## config.mk

```make
export PLATFORM = sky130hd
export DESIGN_NAME = lane_write_arbiter_flat
export DESIGN_NICKNAME = d
export VERILOG_FILES = /design/src/rtl/lane_arb_pkg.sv /design/src/rtl/lane_write_arbiter_if.sv /design/src/rtl/lane_arb_rr.sv /design/src/rtl/lane_write_arbiter.sv /design/src/flat_wrapper.sv
export SDC_FILE = /design/constraint.sdc
export NUM_CORES = 1
export LEC_CHECK = 0
export CAP_MARGIN = 30
export CORE_ASPECT_RATIO = 0.8
export CORE_MARGIN = 3
export CORE_UTILIZATION = 48
export CTS_BUF_LIST = sky130_fd_sc_hd__clkbuf_4 sky130_fd_sc_hd__clkbuf_8
export DETAILED_ROUTE_END_ITERATION = 16
export GPL_ROUTABILITY_DRIVEN = 0
export PLACE_DENSITY = 0.91
export REMOVE_ABC_BUFFERS = 1
export SYNTH_ARGS = -nofsm -noshare
export SYNTH_HDL_FRONTEND = slang
export SYNTH_SLANG_ARGS = --single-unit
```

## constraint.sdc

```tcl
create_clock -name clk -period 2.4 [get_ports clk]
set_input_delay 0.48 -clock clk [delete_from_list [all_inputs] [get_ports clk]]
set_output_delay 0.48 -clock clk [all_outputs]
set_load 0.01 [all_outputs]
```

## src/rtl/lane_arb_pkg.sv

```systemverilog
// Shared constants and the requester-id type for the lane write arbiter.
package lane_arb_pkg;

  localparam int LANE_ARB_WIDTH = 8;
  localparam int LANE_ARB_CNT_W = 8;

  // The round-robin pointer holds the id of the requester favoured on the next conflict.
  typedef enum logic {
    REQ_A = 1'b0,
    REQ_B = 1'b1
  } req_id_e;

endpackage

```

## src/rtl/lane_write_arbiter_if.sv

```systemverilog
// Two-requester lane-write bus. conflict_cnt exists only when LANE_ARB_CONFLICT_CNT_EN is defined.
interface lane_write_arbiter_if
  import lane_arb_pkg::*;
#(
  parameter int WIDTH = LANE_ARB_WIDTH,
  parameter int CNT_W = LANE_ARB_CNT_W
);

  logic             req_a;
  logic [0:WIDTH-1] mask_a;
  logic [0:WIDTH-1] data_a;
  logic             gnt_a;
  logic             req_b;
  logic [0:WIDTH-1] mask_b;
  logic [0:WIDTH-1] data_b;
  logic             gnt_b;
  logic [0:WIDTH-1] aa;
  logic             conflict;

`ifdef LANE_ARB_CONFLICT_CNT_EN
  logic [CNT_W-1:0] conflict_cnt;

  modport master (
    output req_a, mask_a, data_a, req_b, mask_b, data_b,
    input  gnt_a, gnt_b, aa, conflict, conflict_cnt
  );

  modport slave (
    input  req_a, mask_a, data_a, req_b, mask_b, data_b,
    output gnt_a, gnt_b, aa, conflict, conflict_cnt
  );
`else
  // CNT_W only sizes the optional counter; this keeps the parameter referenced.
  if (CNT_W < 1) begin : g_cnt_w_unused
  end

  modport master (
    output req_a, mask_a, data_a, req_b, mask_b, data_b,
    input  gnt_a, gnt_b, aa, conflict
  );

  modport slave (
    input  req_a, mask_a, data_a, req_b, mask_b, data_b,
    output gnt_a, gnt_b, aa, conflict
  );
`endif

endinterface

```

## src/rtl/lane_arb_rr.sv

```systemverilog
// Combinational grant decision: overlap detection plus round-robin tie-break.
module lane_arb_rr
  import lane_arb_pkg::*;
#(
  parameter int WIDTH = LANE_ARB_WIDTH
) (
  input  logic             req_a,
  input  logic             req_b,
  input  logic [0:WIDTH-1] mask_a,
  input  logic [0:WIDTH-1] mask_b,
  input  req_id_e          ptr,
  output logic             gnt_a,
  output logic             gnt_b,
  output logic             conflict
);

  // An empty mask can never overlap, so zero-mask requests are never conflicts.
  always_comb begin
    conflict = req_a & req_b & (|(mask_a & mask_b));
    gnt_a    = req_a & ~(conflict & (ptr == REQ_B));
    gnt_b    = req_b & ~(conflict & (ptr == REQ_A));
  end

endmodule

```

## src/rtl/lane_write_arbiter.sv

```systemverilog
// Shared lane register with two arbitrated writers. Define LANE_ARB_CONFLICT_CNT_EN for conflict_cnt.
module lane_write_arbiter
  import lane_arb_pkg::*;
#(
  parameter int WIDTH = LANE_ARB_WIDTH,
  parameter int CNT_W = LANE_ARB_CNT_W
) (
  input  logic                 clk,
  input  logic                 rst,
  lane_write_arbiter_if.slave  bus
);

  req_id_e          ptr_reg;
  req_id_e          ptr_next;
  logic [0:WIDTH-1] aa_reg;
  logic [0:WIDTH-1] aa_next;
  logic             rr_gnt_a;
  logic             rr_gnt_b;
  logic             conflict;
  logic             gnt_a;
  logic             gnt_b;

  lane_arb_rr #(.WIDTH(WIDTH)) u_rr (
    .req_a    (bus.req_a),
    .req_b    (bus.req_b),
    .mask_a   (bus.mask_a),
    .mask_b   (bus.mask_b),
    .ptr      (ptr_reg),
    .gnt_a    (rr_gnt_a),
    .gnt_b    (rr_gnt_b),
    .conflict (conflict)
  );

  // Grants are suppressed for the whole reset assertion, not just at the edge.
  assign gnt_a = rr_gnt_a & ~rst;
  assign gnt_b = rr_gnt_b & ~rst;

  always_comb begin
    ptr_next = ptr_reg;
    if (conflict) begin
      ptr_next = (ptr_reg == REQ_A) ? REQ_B : REQ_A;
    end
  end

  always_ff @(posedge clk or posedge rst) begin
    if (rst) begin
      ptr_reg <= REQ_A;
    end else begin
      ptr_reg <= ptr_next;
    end
  end

  // Grants never overlap on a lane, so the A-first priority here never drops a write.
  for (genvar gi = 0; gi < WIDTH; gi++) begin : g_lane
    assign aa_next[gi] = (gnt_a & bus.mask_a[gi]) ? bus.data_a[gi] :
                         (gnt_b & bus.mask_b[gi]) ? bus.data_b[gi] :
                         aa_reg[gi];
  end

  always_ff @(posedge clk or posedge rst) begin
    if (rst) begin
      aa_reg <= '0;
    end else begin
      aa_reg <= aa_next;
    end
  end

`ifdef LANE_ARB_CONFLICT_CNT_EN
  logic [CNT_W-1:0] cnt_reg;

  always_ff @(posedge clk or posedge rst) begin
    if (rst) begin
      cnt_reg <= '0;
    end else if (conflict && (cnt_reg != {CNT_W{1'b1}})) begin
      cnt_reg <= cnt_reg + CNT_W'(1);
    end
  end

  assign bus.conflict_cnt = cnt_reg;
`else
  // CNT_W only sizes the optional counter; this keeps the parameter referenced.
  if (CNT_W < 1) begin : g_cnt_w_unused
  end
`endif

  assign bus.gnt_a    = gnt_a;
  assign bus.gnt_b    = gnt_b;
  assign bus.conflict = conflict;
  assign bus.aa       = aa_reg;

endmodule

```

## src/flat_wrapper.sv

```systemverilog
// flat-port wrapper written by rule: the top's interface ports become plain ports
module lane_write_arbiter_flat import lane_arb_pkg::*;
#(
  parameter int WIDTH = LANE_ARB_WIDTH,
  parameter int CNT_W = LANE_ARB_CNT_W
)
  (clk, rst, bus_req_a, bus_mask_a, bus_data_a, bus_req_b, bus_mask_b, bus_data_b, bus_gnt_a, bus_gnt_b, bus_aa, bus_conflict);
  lane_write_arbiter_if #(.WIDTH(WIDTH), .CNT_W(CNT_W)) bus_i ();
  input  logic clk;
  input  logic rst;
  input wire logic [$bits(bus_i.req_a)-1:0] bus_req_a;
  input wire logic [$bits(bus_i.mask_a)-1:0] bus_mask_a;
  input wire logic [$bits(bus_i.data_a)-1:0] bus_data_a;
  input wire logic [$bits(bus_i.req_b)-1:0] bus_req_b;
  input wire logic [$bits(bus_i.mask_b)-1:0] bus_mask_b;
  input wire logic [$bits(bus_i.data_b)-1:0] bus_data_b;
  output wire logic [$bits(bus_i.gnt_a)-1:0] bus_gnt_a;
  output wire logic [$bits(bus_i.gnt_b)-1:0] bus_gnt_b;
  output wire logic [$bits(bus_i.aa)-1:0] bus_aa;
  output wire logic [$bits(bus_i.conflict)-1:0] bus_conflict;
  assign bus_i.req_a = bus_req_a;
  assign bus_i.mask_a = bus_mask_a;
  assign bus_i.data_a = bus_data_a;
  assign bus_i.req_b = bus_req_b;
  assign bus_i.mask_b = bus_mask_b;
  assign bus_i.data_b = bus_data_b;
  assign bus_gnt_a = bus_i.gnt_a;
  assign bus_gnt_b = bus_i.gnt_b;
  assign bus_aa = bus_i.aa;
  assign bus_conflict = bus_i.conflict;
  lane_write_arbiter #(.WIDTH(WIDTH), .CNT_W(CNT_W)) u_core (.clk(clk), .rst(rst), .bus(bus_i));
endmodule
```

======== Word level (Yosys, flattened, before mapping) ========
Cells that the tools add are included.
word-level totals
  flip-flop bits (word level) ............. 9
  bits in latches ......................... 0
  RAM bits ................................ 0
  memory bits (read-only) ................. 0
  bits of input ports ..................... 36
  memories kept ........................... 0
cells by class
  add/subtract/negate cells ............... 0
  multipliers ............................. 0
  divide/modulo/power cells ............... 0
  magnitude comparators ................... 0
  eq/ne operators ......................... 0
  shift operators ......................... 0
  mux-type cells .......................... 17
  bitwise gates (word level) .............. 29
  reductions and logical operators ........ 9
operator list
  cell                number
  $and A1 B1 Y1       24
  $mux W1             17
  $reduce_bool A2 Y1  8
  $and A8 B8 Y8       1
  $reduce_or A8 Y1    1
  $not A1 Y1          4

======== Logic depth before layout (Yosys ltp) ========
Gate-level depths: netlist (run 1).
  word-level depth ........................ 10
  depth in mapped cells ................... 7

======== Cells and area by module ========
From an unflattened synthesis (run 1), not the netlist that was laid out.
unflattened totals
  cell total of the unflattened synthesis .. 60
  area, all modules ....................... 600.6 um^2
by module, submodules not included
  module              times used  cells each  area an instance (um^2)
  lane_write_arbiter  1           49          529.3
  lane_arb_rr         1           11          71.3

======== Worst setup path after synthesis (run 1) ========
Ideal clock, no wire load.
  kind .................................... input -> output
  from .................................... in rst
  to ...................................... out bus_gnt_a
  arrival ................................. 1.407 ns
  data required time ...................... 1.920 ns
  path slack .............................. 0.513 ns
  stages on the path ...................... 4
  path through ............................ buf_2 buf_2 inv_2 and3_1
between the ends
  cells in the longest elaborated chain, start to end .. 2
ends and longest elaborated chain
  item             line                      source
  start, declared  flat_wrapper.sv:10        input logic rst;
  $not A1 Y1       lane_write_arbiter.sv:35  assign gnt_a = rr_gnt_a & ~rst;
  $and A1 B1 Y1    lane_write_arbiter.sv:35
  end, declared    flat_wrapper.sv:17        output wire logic [$bits(bus_i.gnt_a)-1:0] bus_gnt_a;
Every way passes these cells.

======== Worst setup path after layout (run 1) ========
  from .................................... in bus_mask_a[4]
  to ...................................... out bus_conflict
between the ends
  cells in the longest elaborated chain, start to end .. 3
ends and longest elaborated chain
  item              line                source
  start, declared   flat_wrapper.sv:12  input wire logic [$bits(bus_i.mask_a)-1:0] bus_mask_a;
  $and A8 B8 Y8     lane_arb_rr.sv:19   conflict = req_a & req_b & (|(mask_a & mask_b));
  $reduce_or A8 Y1  lane_arb_rr.sv:19
  $and A1 B1 Y1     lane_arb_rr.sv:19
  end, declared     flat_wrapper.sv:20  output wire logic [$bits(bus_i.conflict)-1:0] bus_conflict;
Every way passes these cells.

==> summary.txt, run 1 <==
Yosys
  – Synthesized area per cell: 11.2 µm²
  – Post-Synthesis Cells: 102
  – Synth top area cells: dfrtp_1 (20%), a2111oi_4 (19%), a41oi_2 (11%)
  – Leading area contributor after synthesis: dfrtp_1
  – Post-synthesis sequential area ratio: 19.8%
  – Synth warnings: 0
  – Mapped cell area: 1140 µm²
  – Synth Register Bits: 9
  – Synth cell types: 25
  – Yosys top cell area share: 19.8%

Worst setup path
  – Reg2reg setup slack: 0.60 ns
  – Worst setup EP type: output port
  – CP Launch Type: input port
  – CP Class: in2out
  – WP data arrival: 1.88 ns
  – Worst path required time: 1.92 ns
  – Worst-path maximum fanout: 3

Timing
  – Final Setup Violations: 0
  – RSZ-0062 raised after global routing: false
  – Period utilization: 98.1%
  – Rel. slew slack: 73.8%
  – Final worst clock skew: 0.00233 ns
  – Sum of negative setup slack: 0 ns
  – Max Clock Freq: 425 MHz
  – Slew Viols, Final: 0
  – Final min period: 2.36 ns
  – Setup ws final: 0.0447 ns
  – Final hold vios: 0
  – Slew @ Worst Pin: 0.393 ns

Global route
  – First-pass GRT wire length: 5750 µm
  – Initial antenna violation count: 0
  – GR Overflow Total: 0
  – Vias in the first global route: 1251
  – Largest net degree at the start of global routing: 25
  – GRT Util Overall: 25.7%

Drt
  – Top Metal Used: met4
  – Met3 wire length: 326 µm
  – Drt first pass iters: 4
  – Wire length on met1: 1380 µm
  – DRC viols: 0
  – Detailed-route wire length per cell: 20.5 µm
  – Vias/cell: 6.66
  – Routed wire length: 3680 µm
  – First DRT Iteration DRCs: 90
  – Via Count: 1192
  – DR WL met2: 1920 µm
  – Post-DRT Antenna Nets: 0

Place
  – Dpl cell area: 1670 µm²
  – DP HPWL: 2810 µm
  – Port buffer count: 46
  – DP Worst Slack: -0.286 ns
  – Placed Instances: 175

Job
  – Max-Cap Viols: 0

Final layout
  – Max FFs per register: 8
  – Register area: 225 µm²
  – Fin cells: 179
  – Post-route design area: 1690 µm²
  – Multi-input combinational cell area: 846 µm²
  – Commonest non-fill, non-tap cell in the layout: clkdlybuf4s50_1
  – Ant. Diodes: 0
  – Fillers: 161
  – P&R area growth vs syn: 48.5%
  – Most frequent cells in the layout: clkdlybuf4s50_1 (36), buf_4 (14), nand2_1 (9), nand4_1 (9), dfrtp_1 (9)
  – Share of layout cells above drive strength 1: 29.2%
  – Net count, final: 191

CTS
  – CTS tree: done
  – H-tree levels: 1
  – Postcts setup bufs: 0
  – Sink Count: 9
  – Clock Path Buffers: 2
  – Number of CTS-inserted buffers: 3
  – Clk root buf: clkbuf_4
  – Reg clk slew, reported paths: 0.06 ns
  – Clk_lat worst skew: 0.27 ns

Floorplan
  – # rows: 15
  – Die Y: 49.5 µm
  – Core area: 2200 µm²
  – Boundary Pins: 47
  – Die W: 60.4 µm
  – Starting density of the core: 51.8%
  – Die area: 2990 µm²

Power
  – P per Cell Area: 657 nW/µm²
  – Leakage: 0.567 nW
  – Maximum resistive drop on vdd: 0.636 mV

Run status
  – Status: completed

Hold path
  – Hold Crit Class: reg2reg
[cell type report]
| cell class | count | share of cell area (%) |
|---|---|---|
| multi-input combinational | 79 | 50.1 |
| timing repair buffer | 60 | 32.5 |
| sequential | 9 | 13.3 |
| tap | 25 | 1.85 |
| clock buffer | 4 | 1.78 |
| inverter | 2 | 0.444 |
[report_power, final]
| group | total (mW) | internal (mW) | switching, mW |
|---|---|---|---|
| registers | 0.291 | 0.219 | 0.0729 |
| logic | 0.682 | 0.354 | 0.328 |
| clock network | 0.136 | 0.0757 | 0.0605 |
[through the flow]
stage | hold slack (ns) | total power, mW | util (%)
floorplan | 0.261 | 0.635 | -
global placement | 0.600 | 0.947 | 76.1
detailed placement | 0.610 | 0.978 | 76.1
CTS | 0.618 | 1.11 | 77.0
global route | 0.646 | 1.17 | 76.9
finish | 0.618 | 1.11 | 76.9
[worst max-delay path, stage by stage]
cell             delay, ns
clkdlybuf4s50_1       0.45
a22oi_2               0.31
a41oi_4               0.17
and2_4                0.19
dlygate4sd2_1         0.28
[logic make-up (layout without fill, tap and decap cells)]
| group | Yosys count | count (layout) | synth area share (%) |
|---|---|---|---|
| flip-flops | 9 | 9 | 19.8 |
| AND/OR/NAND/NOR | 32 | 32 | 15.2 |
| buffers and inverters | 14 | 66 | 6.16 |
| AO/OA/AOI/OAI | 46 | 46 | 57.4 |
| XOR/XNOR | 1 | 1 | 1.43 |
[routing by layer]
layer / track usage (%) / up-vias
met5: 0 / -
met4: 9.03 / 0
met3: 6.02 / 6
met2: 46.4 / 74
met1: 28.7 / 571
li1: - / 541
[synth_stat cells (all sizes together)]
library cell and number:
and4 1, nand2 9, and2 1, a211o 8
nor2b 2, and3 1, dfrtp 9, buf 8
a2111oi 8, clkbuf 4, nand3 8, nand4 9
xor2 1, a41oi 17, a21boi 9, nand2b 1
inv 2, a22oi 4
[worst paths after layout]
| check | from | endpoint | depth (start not counted) |
|---|---|---|---|
| worst max-delay path | bus_mask_a[4] | bus_conflict | 5 |
| worst min-delay path | u_core.bus.aa[2]$_DFFE_PP0P_ | u_core.bus.aa[2]$_DFFE_PP0P_ | 2 |
| worst max register to register | u_core.ptr_reg$_DFFE_PP0N_ | u_core.bus.aa[5]$_DFFE_PP0P_ | 4 |
| worst min register to register | u_core.bus.aa[2]$_DFFE_PP0P_ | u_core.bus.aa[2]$_DFFE_PP0P_ | 2 |
| max in group asynchronous | rst | u_core.bus.aa[6]$_DFFE_PP0P_ | 4 |
| min in group asynchronous | rst | u_core.bus.aa[0]$_DFFE_PP0P_ | 4 |
[what timing repair did]
item                                    CTS  global route
gates resized for setup                   9             6
pin swaps                                 3             5
hold buffers                              0             0
endpoints found under the setup margin    3             2
Note: power is estimated with default switching activity, not from simulation.
==> run 2: changes to the inputs <==
--- a/config.mk
+++ b/config.mk
@@ -8,11 +8,11 @@
 export CAP_MARGIN = 30
 export CORE_ASPECT_RATIO = 0.8
 export CORE_MARGIN = 3
-export CORE_UTILIZATION = 48
+export CORE_UTILIZATION = 44
 export CTS_BUF_LIST = sky130_fd_sc_hd__clkbuf_4 sky130_fd_sc_hd__clkbuf_8
 export DETAILED_ROUTE_END_ITERATION = 16
 export GPL_ROUTABILITY_DRIVEN = 0
-export PLACE_DENSITY = 0.91
+export PLACE_DENSITY = 0.85
 export REMOVE_ABC_BUFFERS = 1
 export SYNTH_ARGS = -nofsm -noshare
 export SYNTH_HDL_FRONTEND = slang
==> constraint.sdc (replaced) <==
create_clock -name clk -period 2.67 [get_ports clk]
set_input_delay 0.534 -clock clk [delete_from_list [all_inputs] [get_ports clk]]
set_output_delay 0.534 -clock clk [all_outputs]
set_load 0.01 [all_outputs]
==> run 2 against run 1 <==
Against the previous run: via count hardly changed; hold slack worse by 0.033 ns; register-to-register slack better by 0.43 ns; critical endpoint is now bus_gnt_a; global-route usage is 1.5 points lower; first-iteration DRC count is 20% lower; sequential share of layout area is 0.30 points lower; clock skew is 0.0012 ns lower; setup slack better by 0.11 ns; cell count is 6.1% higher; largest power group unchanged; non-clock buffer count is 2 higher.
==> summary.txt, run 2 (synthesis results as in run 1) <==
Final layout
  – Post-route design area: 1730 µm² (was 1690 µm²)
  – Fin cells: 190 (was 179)
  – Most frequent cells in the layout: clkdlybuf4s50_1 (43), buf_4 (16), nand2_1 (9), nand4_1 (9), dfrtp_1 (9) (was clkdlybuf4s50_1 (36), buf_4 (14), nand2_1 (9), nand4_1 (9), dfrtp_1 (9))
  – Ant. Diodes: 0 (unchanged)
  – Util after Layout: 74.9% (was 76.9%)
  – Commonest non-fill, non-tap cell in the layout: clkdlybuf4s50_1 (unchanged)
  – P&R area growth vs syn: 51.9% (was 48.5%)
  – Net count, final: 193 (was 191)
  – Share of layout cells above drive strength 1: 28.8% (was 29.2%)
  – Max FFs per register: 8 (unchanged)

Place
  – Placed Instances: 186 (was 175)
  – Dpl cell area: 1700 µm² (was 1670 µm²)
  – DP HPWL: 2760 µm (was 2810 µm)
  – Port buffer count: 46 (unchanged)

Global route
  – GR Overflow Total: 0 (unchanged)
  – GRT Util Overall: 24.2% (was 25.7%)
  – Global routing usage on met1: 28.8% (was 28.7%)
  – Met3 Usage GRT: 6.81% (was 6.02%)
  – Initial antenna violation count: 0 (unchanged)
  – Largest net degree at the start of global routing: 25 (unchanged)
  – Most used routing layer: met2 (unchanged)
  – Vias in the first global route: 1302 (was 1251)
  – M2 GR Usage: 44.1% (was 46.4%)
  – First-pass GRT wire length: 6150 µm (was 5750 µm)

Drt
  – First DRT Iteration DRCs: 72 (was 90)
  – Post-DRT Antenna Nets: 0 (unchanged)
  – DRC viols: 0 (unchanged)
  – Vias/cell: 6.27 (was 6.66)
  – Routed wire length: 3580 µm (was 3680 µm)
  – Via Count: 1191 (was 1192)
  – Drt first pass iters: 4 (unchanged)
  – Detailed-route wire length per cell: 18.8 µm (was 20.5 µm)

Worst setup path
  – CP Launch Point: bus_mask_b[4] (was bus_mask_a[4])
  – WP buf/inv: 2 (unchanged)
  – Slowest cell on crit path: clkdlybuf4s50_1 (unchanged)
  – Top delay family on crit path: buffers and inverters (unchanged)
  – Critical-path cell list: clkdlybuf4s50_1, a22oi_2, a41oi_4, nand2_1, and3_1, dlygate4sd2_1 (was clkdlybuf4s50_1, a22oi_2, a41oi_4, and2_4, dlygate4sd2_1)
  – Worst path required time: 2.14 ns (was 1.92 ns)
  – WP data arrival: 1.98 ns (was 1.88 ns)
  – Worst-path maximum fanout: 4 (was 3)
  – R2r startpoint: u_core.ptr_reg$_DFFE_PP0N_ (unchanged)
  – CP Launch Type: input port (unchanged)
  – Crit-path max cell delay: 0.53 ns (was 0.45 ns)
  – CP Class: in2out (unchanged)
  – Worst setup EP type: output port (unchanged)

Floorplan
  – Boundary Pins: 47 (unchanged)
  – # rows: 15 (unchanged)
  – Starting density of the core: 49.3% (was 51.8%)
  – Die W: 62.8 µm (was 60.4 µm)
  – Die Y: 51.5 µm (was 49.5 µm)
  – Die area: 3230 µm² (was 2990 µm²)
  – Core area: 2310 µm² (was 2200 µm²)

Timing
  – Final hold vios: 0 (unchanged)
  – Max Clock Freq: 398 MHz
  – Period utilization: 94.1%
  – Slew @ Worst Pin: 0.353 ns (was 0.393 ns)
  – RSZ-0062 raised after global routing: false (unchanged)
  – Final min period: 2.51 ns
  – Slew Viols, Final: 0 (unchanged)
  – Rel. slew slack: 76.5% (was 73.8%)
  – Final Setup Violations: 0 (unchanged)
  – Final worst clock skew: 0.00112 ns (was 0.00233 ns)
  – Sum of negative setup slack: 0 ns (unchanged)
  – Hold_ws: 0.585 ns (was 0.618 ns)

CTS
  – CTS resizes: 4 (was 9)
  – Sink Count: 9 (unchanged)
  – CTS Hold Bufs: 0 (unchanged)
  – H-tree levels: 1 (unchanged)
  – Clk root buf: clkbuf_4 (unchanged)
  – Number of CTS-inserted buffers: 3 (unchanged)
  – CTS tree: done (unchanged)
  – Reg clk slew, reported paths: 0.07 ns (was 0.06 ns)
  – Clock Path Buffers: 2 (unchanged)
  – Clk_lat worst skew: 0.27 ns (about the same)
  – Postcts setup bufs: 0 (unchanged)

Power
  – Combinational power share: 62.3% (was 61.5%)
  – Clk network pwr share: 12.7% (was 12.3%)
  – Net Switching: 0.412 mW (was 0.462 mW)
  – P_int: 0.589 mW (was 0.648 mW)
  – Maximum resistive drop on vdd: 0.402 mV (was 0.636 mV)
  – Part of the power in registers: 25.0% (was 26.3%)
  – Leakage: 0.564 nW (was 0.567 nW)
  – P per Cell Area: 579 nW/µm² (was 657 nW/µm²)
  – Switching Share: 41.2% (was 41.6%)

Hold path
  – HP Start: u_core.ptr_reg$_DFFE_PP0N_ (was u_core.bus.aa[2]$_DFFE_PP0P_)
  – Hold Crit Class: reg2reg (unchanged)

Run status
  – Status: completed (unchanged)

Job
  – Max-Cap Viols: 0 (unchanged)
[run 2: changes by cell type in the layout (fill, tap and decap cells not counted)]
cell and change:
buf_4 +2, clkbuf_2 -2, clkdlybuf4s50_1 +7, dlygate4sd2_1 -4, dlymetal6s2s_1 -1
[run 2: cell type report]
type	count	area, µm²
clock buffer	4	30.0
fill	181	581
inverter	2	7.51
multi-input combinational	79	846
sequential	9	225
tap	34	42.5
timing repair buffer	62	577
[run 2: per-layer routing]
metal,routed length (µm),vias to the layer above,share of wire (%)
met5,0,-,0
met4,17,0,0.48
met3,309,2,8.6
met2,1790,61,50
met1,1460,581,41
li1,-,547,-
[run 2: power groups by stage]
stage / Sequential, mW / Clock, mW / Combinational [mW]
6_report: 0.250 / 0.127 / 0.624
3_3_place_gp: 0.250 / 0 / 0.607
2_1_floorplan: 0.320 / 0 / 0.251
3_5_place_dp: 0.253 / 0 / 0.623
5_1_grt: 0.260 / 0.139 / 0.661
4_1_cts: 0.251 / 0.133 / 0.626
[run 2: worst paths after layout]
check | to | slack, ns | cells past startpoint
max | bus_gnt_a | 0.16 | 6
min | u_core.ptr_reg$_DFFE_PP0N_ | 0.58 | 1
max in group asynchronous | u_core.bus.aa[0]$_DFFE_PP0P_ | 1.68 | 4
min in group asynchronous | u_core.bus.aa[5]$_DFFE_PP0P_ | 0.84 | 4
max reg2reg | u_core.bus.aa[2]$_DFFE_PP0P_ | 1.03 | 4
min reg2reg | u_core.ptr_reg$_DFFE_PP0N_ | 0.58 | 1
[run 2: stage by stage]
step / setup WS (ns) / power, mW
6_report: 0.159 / 1.00
5_1_grt: 0.0512 / 1.06
4_1_cts: 0.154 / 1.01
3_5_place_dp: -0.0812 / 0.876
3_3_place_gp: -0.0604 / 0.857
2_1_floorplan: 0.483 / 0.571
[run 2: worst reg2reg max path, cell delays in order, from the launching register on]
cell      delay [ns]
dfrtp_1         0.45
buf_4           0.23
nand2b_1        0.31
a41oi_1         0.35
a41oi_2         0.16
